`src/rtl/i2c_pkg.sv`:
```
// Shared types and constants for the I2C target core.
`timescale 1ns/1ps
package i2c_pkg;

    typedef enum logic [2:0] {
        ST_IDLE,
        ST_ADDR,
        ST_ADDR_ACK,
        ST_WR_BYTE,
        ST_WR_ACK,
        ST_RD_BYTE,
        ST_RD_ACK,
        ST_WAIT_STOP
    } i2c_state_t;

    localparam logic I2C_ACK  = 1'b0;
    localparam logic I2C_NACK = 1'b1;
    localparam logic RW_WRITE = 1'b0;
    localparam logic RW_READ  = 1'b1;

endpackage

```
`src/rtl/i2c_target_core_if.sv`:
```
// Pad-side and user-side signals of the I2C target; slave = core, master = bus/user environment.
`timescale 1ns/1ps
interface i2c_target_core_if;
    logic       scl_i;
    logic       sda_i;
    logic       sda_oe;
    logic [7:0] rx_data;
    logic       rx_valid;
    logic [7:0] rd_data;
    logic       rd_load;
    logic       busy;

    modport slave (
        input  scl_i, sda_i, rd_data,
        output sda_oe, rx_data, rx_valid, rd_load, busy
    );

    modport master (
        output scl_i, sda_i, rd_data,
        input  sda_oe, rx_data, rx_valid, rd_load, busy
    );
endinterface

```
`src/rtl/i2c_sync_edge.sv`:
```
// SCL/SDA synchronizers plus one delay flop each; derives bus edges and START/STOP.
`timescale 1ns/1ps
module i2c_sync_edge #(
    parameter int SYNC_STAGES = 2
) (
    input  logic clk,
    input  logic rst_n,
    input  logic scl_i,
    input  logic sda_i,
    output logic scl,
    output logic sda,
    output logic scl_rise,
    output logic scl_fall,
    output logic start_det,
    output logic stop_det
);

    logic [SYNC_STAGES-1:0] scl_sync;
    logic [SYNC_STAGES-1:0] sda_sync;
    logic                   scl_d;
    logic                   sda_d;

    // Reset to an idle (released) bus so leaving reset never looks like an edge.
    always_ff @(posedge clk or negedge rst_n) begin
        if (!rst_n) begin
            scl_sync <= '1;
            sda_sync <= '1;
            scl_d    <= 1'b1;
            sda_d    <= 1'b1;
        end else begin
            scl_sync <= {scl_sync[SYNC_STAGES-2:0], scl_i};
            sda_sync <= {sda_sync[SYNC_STAGES-2:0], sda_i};
            scl_d    <= scl_sync[SYNC_STAGES-1];
            sda_d    <= sda_sync[SYNC_STAGES-1];
        end
    end

    assign scl       = scl_sync[SYNC_STAGES-1];
    assign sda       = sda_sync[SYNC_STAGES-1];
    assign scl_rise  = scl & ~scl_d;
    assign scl_fall  = ~scl & scl_d;
    assign start_det = scl & scl_d & sda_d & ~sda;
    assign stop_det  = scl & scl_d & ~sda_d & sda;

endmodule

```
`src/rtl/i2c_target_core.sv`:
```
// I2C target: single 7-bit address, write bytes out as strobes, read bytes from rd_data.
//
// state        | meaning
// ST_IDLE      | bus free, waiting for START
// ST_ADDR      | shifting address + R/W
// ST_ADDR_ACK  | driving ACK for our address
// ST_WR_BYTE   | receiving a data byte
// ST_WR_ACK    | driving ACK for a received byte
// ST_RD_BYTE   | presenting a data byte, MSB first
// ST_RD_ACK    | sampling controller ACK/NACK
// ST_WAIT_STOP | not addressed / read done, waiting for STOP or START
`timescale 1ns/1ps
module i2c_target_core
    import i2c_pkg::*;
#(
    parameter logic [6:0] ADDR        = 7'h2A,
    parameter int         SYNC_STAGES = 2
) (
    input  logic                  clk,
    input  logic                  rst_n,
    i2c_target_core_if.slave      bus
);

    logic scl, sda, scl_rise, scl_fall, start_det, stop_det;

    i2c_sync_edge #(.SYNC_STAGES(SYNC_STAGES)) u_sync (
        .clk       (clk),
        .rst_n     (rst_n),
        .scl_i     (bus.scl_i),
        .sda_i     (bus.sda_i),
        .scl       (scl),
        .sda       (sda),
        .scl_rise  (scl_rise),
        .scl_fall  (scl_fall),
        .start_det (start_det),
        .stop_det  (stop_det)
    );

    i2c_state_t state, state_nxt;
    logic [3:0] cnt, cnt_nxt;
    logic [7:0] shreg, shreg_nxt;
    logic       rw, rw_nxt;
    logic       sda_oe, sda_oe_nxt;
    logic [7:0] rx_data, rx_data_nxt;
    logic       rx_valid, rx_valid_nxt;
    logic       rd_load, rd_load_nxt;
    logic       busy, busy_nxt;

    always_ff @(posedge clk or negedge rst_n) begin
        if (!rst_n) begin
            state    <= ST_IDLE;
            cnt      <= '0;
            shreg    <= '0;
            rw       <= RW_WRITE;
            sda_oe   <= 1'b0;
            rx_data  <= '0;
            rx_valid <= 1'b0;
            rd_load  <= 1'b0;
            busy     <= 1'b0;
        end else begin
            state    <= state_nxt;
            cnt      <= cnt_nxt;
            shreg    <= shreg_nxt;
            rw       <= rw_nxt;
            sda_oe   <= sda_oe_nxt;
            rx_data  <= rx_data_nxt;
            rx_valid <= rx_valid_nxt;
            rd_load  <= rd_load_nxt;
            busy     <= busy_nxt;
        end
    end

    always_comb begin
        state_nxt    = state;
        cnt_nxt      = cnt;
        shreg_nxt    = shreg;
        rw_nxt       = rw;
        sda_oe_nxt   = sda_oe;
        rx_data_nxt  = rx_data;
        rx_valid_nxt = 1'b0;
        rd_load_nxt  = 1'b0;
        busy_nxt     = busy;

        if (stop_det) begin
            state_nxt  = ST_IDLE;
            sda_oe_nxt = 1'b0;
            busy_nxt   = 1'b0;
        end else if (start_det) begin
            state_nxt  = ST_ADDR;
            sda_oe_nxt = 1'b0;
            cnt_nxt    = '0;
        end else begin
            unique case (state)
                ST_IDLE: ;
                ST_ADDR: begin
                    if (scl_rise && cnt != 4'd8) begin
                        shreg_nxt = {shreg[6:0], sda};
                        cnt_nxt   = cnt + 4'd1;
                    end else if (scl_fall && cnt == 4'd8) begin
                        if (shreg[7:1] == ADDR) begin
                            state_nxt  = ST_ADDR_ACK;
                            sda_oe_nxt = 1'b1;
                            busy_nxt   = 1'b1;
                            rw_nxt     = shreg[0];
                        end else begin
                            state_nxt = ST_WAIT_STOP;
                        end
                    end
                end
                ST_ADDR_ACK: begin
                    if (scl_fall) begin
                        cnt_nxt = '0;
                        if (rw == RW_READ) begin
                            state_nxt   = ST_RD_BYTE;
                            shreg_nxt   = bus.rd_data;
                            rd_load_nxt = 1'b1;
                            sda_oe_nxt  = ~bus.rd_data[7];
                        end else begin
                            state_nxt  = ST_WR_BYTE;
                            sda_oe_nxt = 1'b0;
                        end
                    end
                end
                ST_WR_BYTE: begin
                    if (scl_rise && cnt != 4'd8) begin
                        shreg_nxt = {shreg[6:0], sda};
                        cnt_nxt   = cnt + 4'd1;
                        if (cnt == 4'd7) begin
                            rx_data_nxt  = {shreg[6:0], sda};
                            rx_valid_nxt = 1'b1;
                        end
                    end else if (scl_fall && cnt == 4'd8) begin
                        state_nxt  = ST_WR_ACK;
                        sda_oe_nxt = 1'b1;
                    end
                end
                ST_WR_ACK: begin
                    if (scl_fall) begin
                        state_nxt  = ST_WR_BYTE;
                        sda_oe_nxt = 1'b0;
                        cnt_nxt    = '0;
                    end
                end
                // cnt counts bits already handed over; the MSB went out on entry.
                ST_RD_BYTE: begin
                    if (scl_fall) begin
                        if (cnt == 4'd7) begin
                            state_nxt  = ST_RD_ACK;
                            sda_oe_nxt = 1'b0;
                        end else begin
                            shreg_nxt  = {shreg[6:0], 1'b0};
                            sda_oe_nxt = ~shreg[6];
                            cnt_nxt    = cnt + 4'd1;
                        end
                    end
                end
                // A fall here is always preceded by a rise that saw ACK.
                ST_RD_ACK: begin
                    if (scl_rise && sda == I2C_NACK) begin
                        state_nxt = ST_WAIT_STOP;
                    end else if (scl_fall) begin
                        state_nxt   = ST_RD_BYTE;
                        shreg_nxt   = bus.rd_data;
                        rd_load_nxt = 1'b1;
                        sda_oe_nxt  = ~bus.rd_data[7];
                        cnt_nxt     = '0;
                    end
                end
                ST_WAIT_STOP: sda_oe_nxt = 1'b0;
                default: begin
                    state_nxt  = ST_IDLE;
                    sda_oe_nxt = 1'b0;
                end
            endcase
        end
    end

    assign bus.sda_oe   = sda_oe;
    assign bus.rx_data  = rx_data;
    assign bus.rx_valid = rx_valid;
    assign bus.rd_load  = rd_load;
    assign bus.busy     = busy;

endmodule

```
`src/flat_wrapper.sv`:
```
// flat-port wrapper written by rule: the top's interface ports become plain ports
module i2c_target_core_flat import i2c_pkg::*;
#(
    parameter logic [6:0] ADDR        = 7'h2A,
    parameter int         SYNC_STAGES = 2
)
  (clk, rst_n, bus_scl_i, bus_sda_i, bus_rd_data, bus_sda_oe, bus_rx_data, bus_rx_valid, bus_rd_load, bus_busy);
  i2c_target_core_if bus_i ();
  input  logic clk;
  input  logic rst_n;
  input wire logic [$bits(bus_i.scl_i)-1:0] bus_scl_i;
  input wire logic [$bits(bus_i.sda_i)-1:0] bus_sda_i;
  input wire logic [$bits(bus_i.rd_data)-1:0] bus_rd_data;
  output wire logic [$bits(bus_i.sda_oe)-1:0] bus_sda_oe;
  output wire logic [$bits(bus_i.rx_data)-1:0] bus_rx_data;
  output wire logic [$bits(bus_i.rx_valid)-1:0] bus_rx_valid;
  output wire logic [$bits(bus_i.rd_load)-1:0] bus_rd_load;
  output wire logic [$bits(bus_i.busy)-1:0] bus_busy;
  assign bus_i.scl_i = bus_scl_i;
  assign bus_i.sda_i = bus_sda_i;
  assign bus_i.rd_data = bus_rd_data;
  assign bus_sda_oe = bus_i.sda_oe;
  assign bus_rx_data = bus_i.rx_data;
  assign bus_rx_valid = bus_i.rx_valid;
  assign bus_rd_load = bus_i.rd_load;
  assign bus_busy = bus_i.busy;
  i2c_target_core #(.ADDR(ADDR), .SYNC_STAGES(SYNC_STAGES)) u_core (.clk(clk), .rst_n(rst_n), .bus(bus_i));
endmodule
```
`config.mk`:
```
export PLATFORM = sky130hd
export DESIGN_NAME = i2c_target_core_flat
export DESIGN_NICKNAME = d
export VERILOG_FILES = /design/src/rtl/i2c_pkg.sv /design/src/rtl/i2c_target_core_if.sv /design/src/rtl/i2c_sync_edge.sv /design/src/rtl/i2c_target_core.sv /design/src/flat_wrapper.sv
export SDC_FILE = /design/constraint.sdc
export NUM_CORES = 1
export LEC_CHECK = 0
export ABC_AREA = 1
export CORE_ASPECT_RATIO = 0.8
export CORE_UTILIZATION = 55
export DETAILED_ROUTE_END_ITERATION = 16
export PLACE_DENSITY_LB_ADDON = 0.25
export SLEW_MARGIN = 20
export SYNTH_ARGS = -nofsm -noshare
export SYNTH_HDL_FRONTEND = slang
export SYNTH_SLANG_ARGS = --single-unit
```
`constraint.sdc`:
```
create_clock -name clk -period 2.1 [get_ports clk]
set_clock_uncertainty 0.1 [all_clocks]
set_input_delay 0.21 -clock clk [delete_from_list [all_inputs] [get_ports clk]]
set_output_delay 0.21 -clock clk [all_outputs]
set_load 0.005 [all_outputs]
```
# Word level (Yosys, flattened, before mapping)

Index checks and enable logic that the tools add are counted.

Add/subtract/negate cells: 1
Equality and inequality tests: 36
Muxes and demuxes: 60
Bitwise operators: 16
Reductions and logical operators: 19

Operators with widths:

| cell                 | count |
|---|---|
| $mux W8              | 7 |
| $mux W3              | 14 |
| $ne A4 B1 Y1 const B | 8 |
| $pmux W8 S4          | 1 |
| $mux W1              | 28 |
| $mux W4              | 6 |
| $reduce_and A10 Y1   | 2 |
| $pmux W3 S6          | 1 |
| $pmux W4 S4          | 1 |
| $eq A3 B3 Y1 const B | 4 |
| $ne A2 B1 Y1 const B | 6 |
| $ne A4 B2 Y1 const B | 3 |
| $reduce_and A6 Y1    | 2 |
| $reduce_and A11 Y1   | 1 |
| $reduce_and A5 Y1    | 2 |
| $not A1 Y1           | 9 |
| $reduce_bool A9 Y1   | 1 |
| $reduce_bool A8 Y1   | 1 |
| $and A1 B1 Y1        | 7 |
| $eq A7 B6 Y1 const B | 1 |
| $pmux W1 S7          | 1 |
| $eq A3 B2 Y1 const B | 2 |
| $ne A2 B2 Y1 const B | 3 |
| $ne A3 B1 Y1 const B | 2 |
| other kinds (13)     | 19 |

Register bits after elaboration: 34
Bits of input ports: 12
Output and inout bits: 12

# Longest topological paths before layout

Depth in word-level cells: 8
Depth in mapped cells: 11

# By module

From an unflattened synthesis, not the netlist that was laid out.

Cells, all modules: 251
Area, all modules: 1826.8 um^2

By module, submodules not included:

| module          | times used | cells each | area an instance (um^2) |
|---|---|---|---|
| i2c_target_core | 1          | 234        | 1627.8 |
| i2c_sync_edge   | 1          | 17         | 198.9 |

# Worst setup path after synthesis

No wires, ideal clock.

Path kind: register -> register
From: register u_core.u_sync.sda_sync[1]
To: register u_core.shreg[6]
Library setup time: 0.119 ns
Arrival: 1.425 ns
Required time: 1.881 ns
Setup slack: 0.455 ns
Stages on the path, launching flop included: 11
Period minus slack after synthesis: 1.645 ns
Cells stage by stage: dfstp_2 > inv_1 > nand2_1 > nor2_4 > nor2_4 > nand2_2 > nor2_2 > nand2_4 > buf_6 > nor2_2 > a21oi_2

Longest elaborated chain between the ends: 4
Elaborated cells on any way between the ends: 8

RTL lines:

| what                                    | RTL line              | RTL |
|---|---|---|
| start: declaration                      | i2c_sync_edge.sv:19   | `logic [SYNC_STAGES-1:0] sda_sync;` |
| start signal: assignment                | i2c_sync_edge.sv:32   | `sda_sync <= {sda_sync[SYNC_STAGES-2:0], sda_i};` |
| $not A1 Y1                              | i2c_sync_edge.sv:42   | `assign start_det = scl & scl_d & sda_d & ~sda;` |
| $and A1 B1 Y1                           | i2c_sync_edge.sv:42   |  |
| $not A1 Y1 (no source line)             | -                     |  |
| $reduce_and A10 Y1 (no source line) (*) | -                     |  |
| end signal: assignment                  | i2c_target_core.sv:63 | `shreg <= shreg_nxt;` |
| end: declaration                        | i2c_target_core.sv:41 | `logic [7:0] shreg, shreg_nxt;` |

Every way passes the cells marked *; elsewhere a longest branch is shown, timed or not.
A chain may end at the register's enable or synchronous reset.

# Final worst setup path

From: register u_core.cnt[0]
To: register u_core.cnt[1]

Longest elaborated chain between the ends: 5
Elaborated cells on any way between the ends: 12

RTL lines:

| what                     | RTL line                                                              | RTL |
|---|---|---|
| start: declaration       | i2c_target_core.sv:40                                                 | `logic [3:0] cnt, cnt_nxt;` |
| start signal: assignment | i2c_target_core.sv:62                                                 | `cnt <= cnt_nxt;` |
| $add A4 B1 Y4            | i2c_target_core.sv:98, i2c_target_core.sv:127, i2c_target_core.sv:153 |  |
| $mux W4                  | i2c_target_core.sv:147                                                | `if (cnt == 4'd7) begin` |
| $mux W4                  | i2c_target_core.sv:146                                                | `if (scl_fall) begin` |
| $pmux W4 S4              | i2c_target_core.sv:93                                                 | `unique case (state)` |
| $mux W4                  | i2c_target_core.sv:88                                                 | `end else if (start_det) begin` |

Parallel ways exist; a longest one is shown, timed or not. The select of a mux whose other input is x is not followed.

==> impl_metrics.env <==
export IMPL_routed_top_layer="met4"
export IMPL_area_delta_synth_final_pct=19.8
export IMPL_dieHeight_um=55.6
export IMPL_drt_drc_violations_left=0
export IMPL_grt_antenna_before_repair=0
export IMPL_fmax_mhz=517
export IMPL_peak_ir_drop_on_the_vdd_network_mv=1.14
export IMPL_synth_adder_area_share_pct=1.27
export IMPL_area_of_the_multi_input_gates_sq_um=961
export IMPL_fraction_of_the_cycle_the_final_worst_path_needs_pct=92.2
export IMPL_synthesis_nets=279
export IMPL_start_util_pct=57.7
export IMPL_critical_path_class="reg -> reg"
export IMPL_post_cts_resized_instances=0
export IMPL_fill_cell_count=280
export IMPL_grt_ovfl_total=0
export IMPL_combined_flip_flop_and_latch_cell_area_sq_um=858
export IMPL_total_power_mw=3.32
export IMPL_instances_no_fill=334
export IMPL_cts_hold_fix_buffers=0
export IMPL_row_count=19
export IMPL_htree_num_levels=2
export IMPL_hpwl_mm=3.20
export IMPL_critical_path_endpoint_type="flip-flop"
export IMPL_post_synth_inst_count=265
export IMPL_timing_final_hold_violations=0
export IMPL_critPathMostFrequentCell="nand2_1"
export IMPL_setup_viol=0
export IMPL_pin_count_of_the_biggest_net_entering_global_routing=35
export IMPL_critical_path_required_ns=2.19
export IMPL_synth_simple_area_share_pct=36.0
export IMPL_grt_setup_unrepaired="no"
export IMPL_cts_inserted_buffers=5
export IMPL_arrival_ns=2.02
export IMPL_die_x_extent_um=69.0
export IMPL_first_pass_grt_wire_length_mm=7.58
export IMPL_post_route_util_pct=69.1
export IMPL_yosys_area_share_xor_xnor_pct=0.443
export IMPL_synth_distinct_cells=31
export IMPL_avgSynthCellArea_sq_um=7.46
export IMPL_post_route_cells_drive_above_1_share_pct=15.4
export IMPL_vias_per_cell=5.31
export IMPL_post_synth_instance_area_sq_mm=0.00198
export IMPL_finalSetupTns_ns=0
export IMPL_outcome="complete, no violations"
export IMPL_slew_violations=0
export IMPL_placement_io_buffers=23
export IMPL_complex_gate_fraction_of_the_synthesized_area_pct=10.9
export IMPL_detail_route_iter0_violations=116
export IMPL_vias=1772
export IMPL_crit_path_max_fanout=5
export IMPL_postCtsSetupRepairBufs=0
export IMPL_wl_cell_um=13.2
export IMPL_wl_mm=4.41
export IMPL_clock_path_buffers=2
export IMPL_path_delay_family="simple AND/OR/NAND/NOR gates"
export IMPL_clkSlewWorstSetupHoldPaths_ns=0.07
export IMPL_finalNetCount=305
export IMPL_cap_violations=0
export IMPL_first_global_vias=1577
export IMPL_ys_seq_area_share_pct=43.4
export IMPL_metal2_wl_mm=1.87
export IMPL_place_congestion=0.904
export IMPL_worst_pin_slew_ns=0.431
export IMPL_synth_mux_area_share_pct=0
export IMPL_cts_root_buf="clkbuf_8"
export IMPL_flip_flop_and_latch_count_after_synthesis=34
export IMPL_synth_top_family_by_area="simple AND/OR/NAND/NOR gates"
export IMPL_gr_usage_total_pct=25.6
export IMPL_final_ant_viol_nets=0
export IMPL_met3_wirelength_um=257
export IMPL_total_leakage_power_nw=1.17
export IMPL_slowest_delay_ns=0.42
export IMPL_critPathSlowestCell="dfrtp_1"
export IMPL_design_die_area_sq_mm=0.00384
export IMPL_core_area_sq_mm=0.00342
export IMPL_power_density_cell_area_mw_per_mm2=1400
export IMPL_post_route_min_period_ns=1.94
export IMPL_number_of_top_level_pins=24
export IMPL_yosysWarningCount=0
export IMPL_clock_sinks=34
export IMPL_dp_cells=326
export IMPL_drtPass1Iterations=4
export IMPL_m1WireLength_mm=2.23
export IMPL_worstSkewPairLatency_ns=0.29
export IMPL_tritoncts_clock_tree="done"
export IMPL_cp_buffers_inverters=1
export IMPL_critical_path_startpoint_type="flip-flop"
export IMPL_crit_path_cell_trace="inv_1 > ha_1 > nand3_1 > nand3_1 > nand3_1 > nand2_1 > nor2_1 > nand2_1 > nand2_1 > nand2_1"
export IMPL_slew_limit_headroom_pct=71.2
export IMPL_worstHoldPathType="in -> async"
export IMPL_antenna_diode_count=0
-- cell usage in the layout (no fill, tap or decap), types with 8 or more instances in the layout --
master            n
a21oi_2           8
clkdlybuf4s50_1  23
dfrtp_1          28
inv_1            27
nand2_1          73
nand2_2           8
nand3_1          26
nor2_1           31
o21ai_0          10
o21ai_1          10
-- layout make-up --
type,instances,area share (%)
Clock inverter,3,2.91
Sequential cell,34,36.3
Multi-Input combinational cell,196,40.6
Timing Repair Buffer,25,10.4
Clock buffer,5,2.91
Inverter,29,4.71
Tap cell,42,2.22
-- metal layers --
metal / GRT usage [%] / vias up
met4: 9.62 / 0
met5: 0 / -
met3: 5.62 / 7
met2: 35.4 / 60
li1: - / 904
met1: 39.3 / 801
-- sequential cells by signal (all words and copies together) (netlist names) --
name	flops
u_core.u_sync.scl_d	1
u_core.shreg	8
u_core.rw	1
u_core.bus.sda_oe	1
u_core.bus.rd_load	1
u_core.bus.busy	1
u_core.cnt	4
u_core.u_sync.scl_sync	2
u_core.u_sync.sda_sync	2
u_core.bus.rx_valid	1
u_core.state	3
u_core.bus.rx_data	8
u_core.u_sync.sda_d	1
-- kinds of logic (layout without fill, tap and decap cells) --
family,Yosys count,after routing
compound gates,35,35
xor+xnor,1,1
fa+ha+maj,2,2
buf+inv,35,62
flops,34,34
simple gates,158,158
-- power by group --
part	total (mW)	internal, mW	switching, mW	leakage (nW)
registers	0.994	0.822	0.172	0.421
logic	1.60	0.557	1.04	0.683
clock network	0.728	0.476	0.252	0.0683
-- synthesized netlist by cell type, drive strengths merged --
| master | count | area share (%) |
|---|---|---|
| nor4 | 1 | 0.32 |
| dfstp | 6 | 8.0 |
| nor2 | 39 | 8.9 |
| xor2 | 1 | 0.44 |
| ha | 2 | 1.3 |
| nand3 | 27 | 7.1 |
| buf | 6 | 2.3 |
| nand4 | 4 | 1.3 |
| a211oi | 1 | 0.38 |
| inv | 29 | 5.6 |
| a31oi | 1 | 0.32 |
| dfrtp | 28 | 35 |
| o21ai | 21 | 5.5 |
| a21oi | 11 | 4.3 |
| nor3 | 3 | 0.76 |
| nand2 | 82 | 17 |
| and2 | 1 | 0.32 |
| o211ai | 1 | 0.38 |
| nand3b | 1 | 0.38 |
-- metrics by stage --
stage / hold slack [ns] / area [sq um] / setup slack (ns)
final: 0.218 / 2370 / 0.165
after global routing: 0.225 / 2370 / 0.00910
after CTS: 0.224 / 2370 / 0.186
after detailed placement: 0.257 / 2230 / 0.211
after global placement: 0.258 / 2230 / 0.229
after floorplan: -0.186 / 1980 / 0.455
-- worst paths after layout --
kind	from	end	slack (ns)	cells past startpoint
max in group asynchronous	rst_n	u_core.u_sync.sda_sync[0]$_DFF_PN1_	1.34	2
worst min-delay path	rst_n	u_core.cnt[3]$_DFFE_PN0P_	0.22	2
worst max register to register	u_core.cnt[0]$_DFFE_PN0P_	u_core.cnt[1]$_DFFE_PN0P_	0.16	10
worst max-delay path	u_core.cnt[0]$_DFFE_PN0P_	u_core.cnt[1]$_DFFE_PN0P_	0.16	10
min in group clk	bus_sda_i	u_core.u_sync.sda_sync[0]$_DFF_PN1_	0.23	1
worst min register to register	u_core.u_sync.sda_sync[0]$_DFF_PN1_	u_core.u_sync.sda_sync[1]$_DFF_PN1_	0.26	0
(Power assumes the default switching activity.)
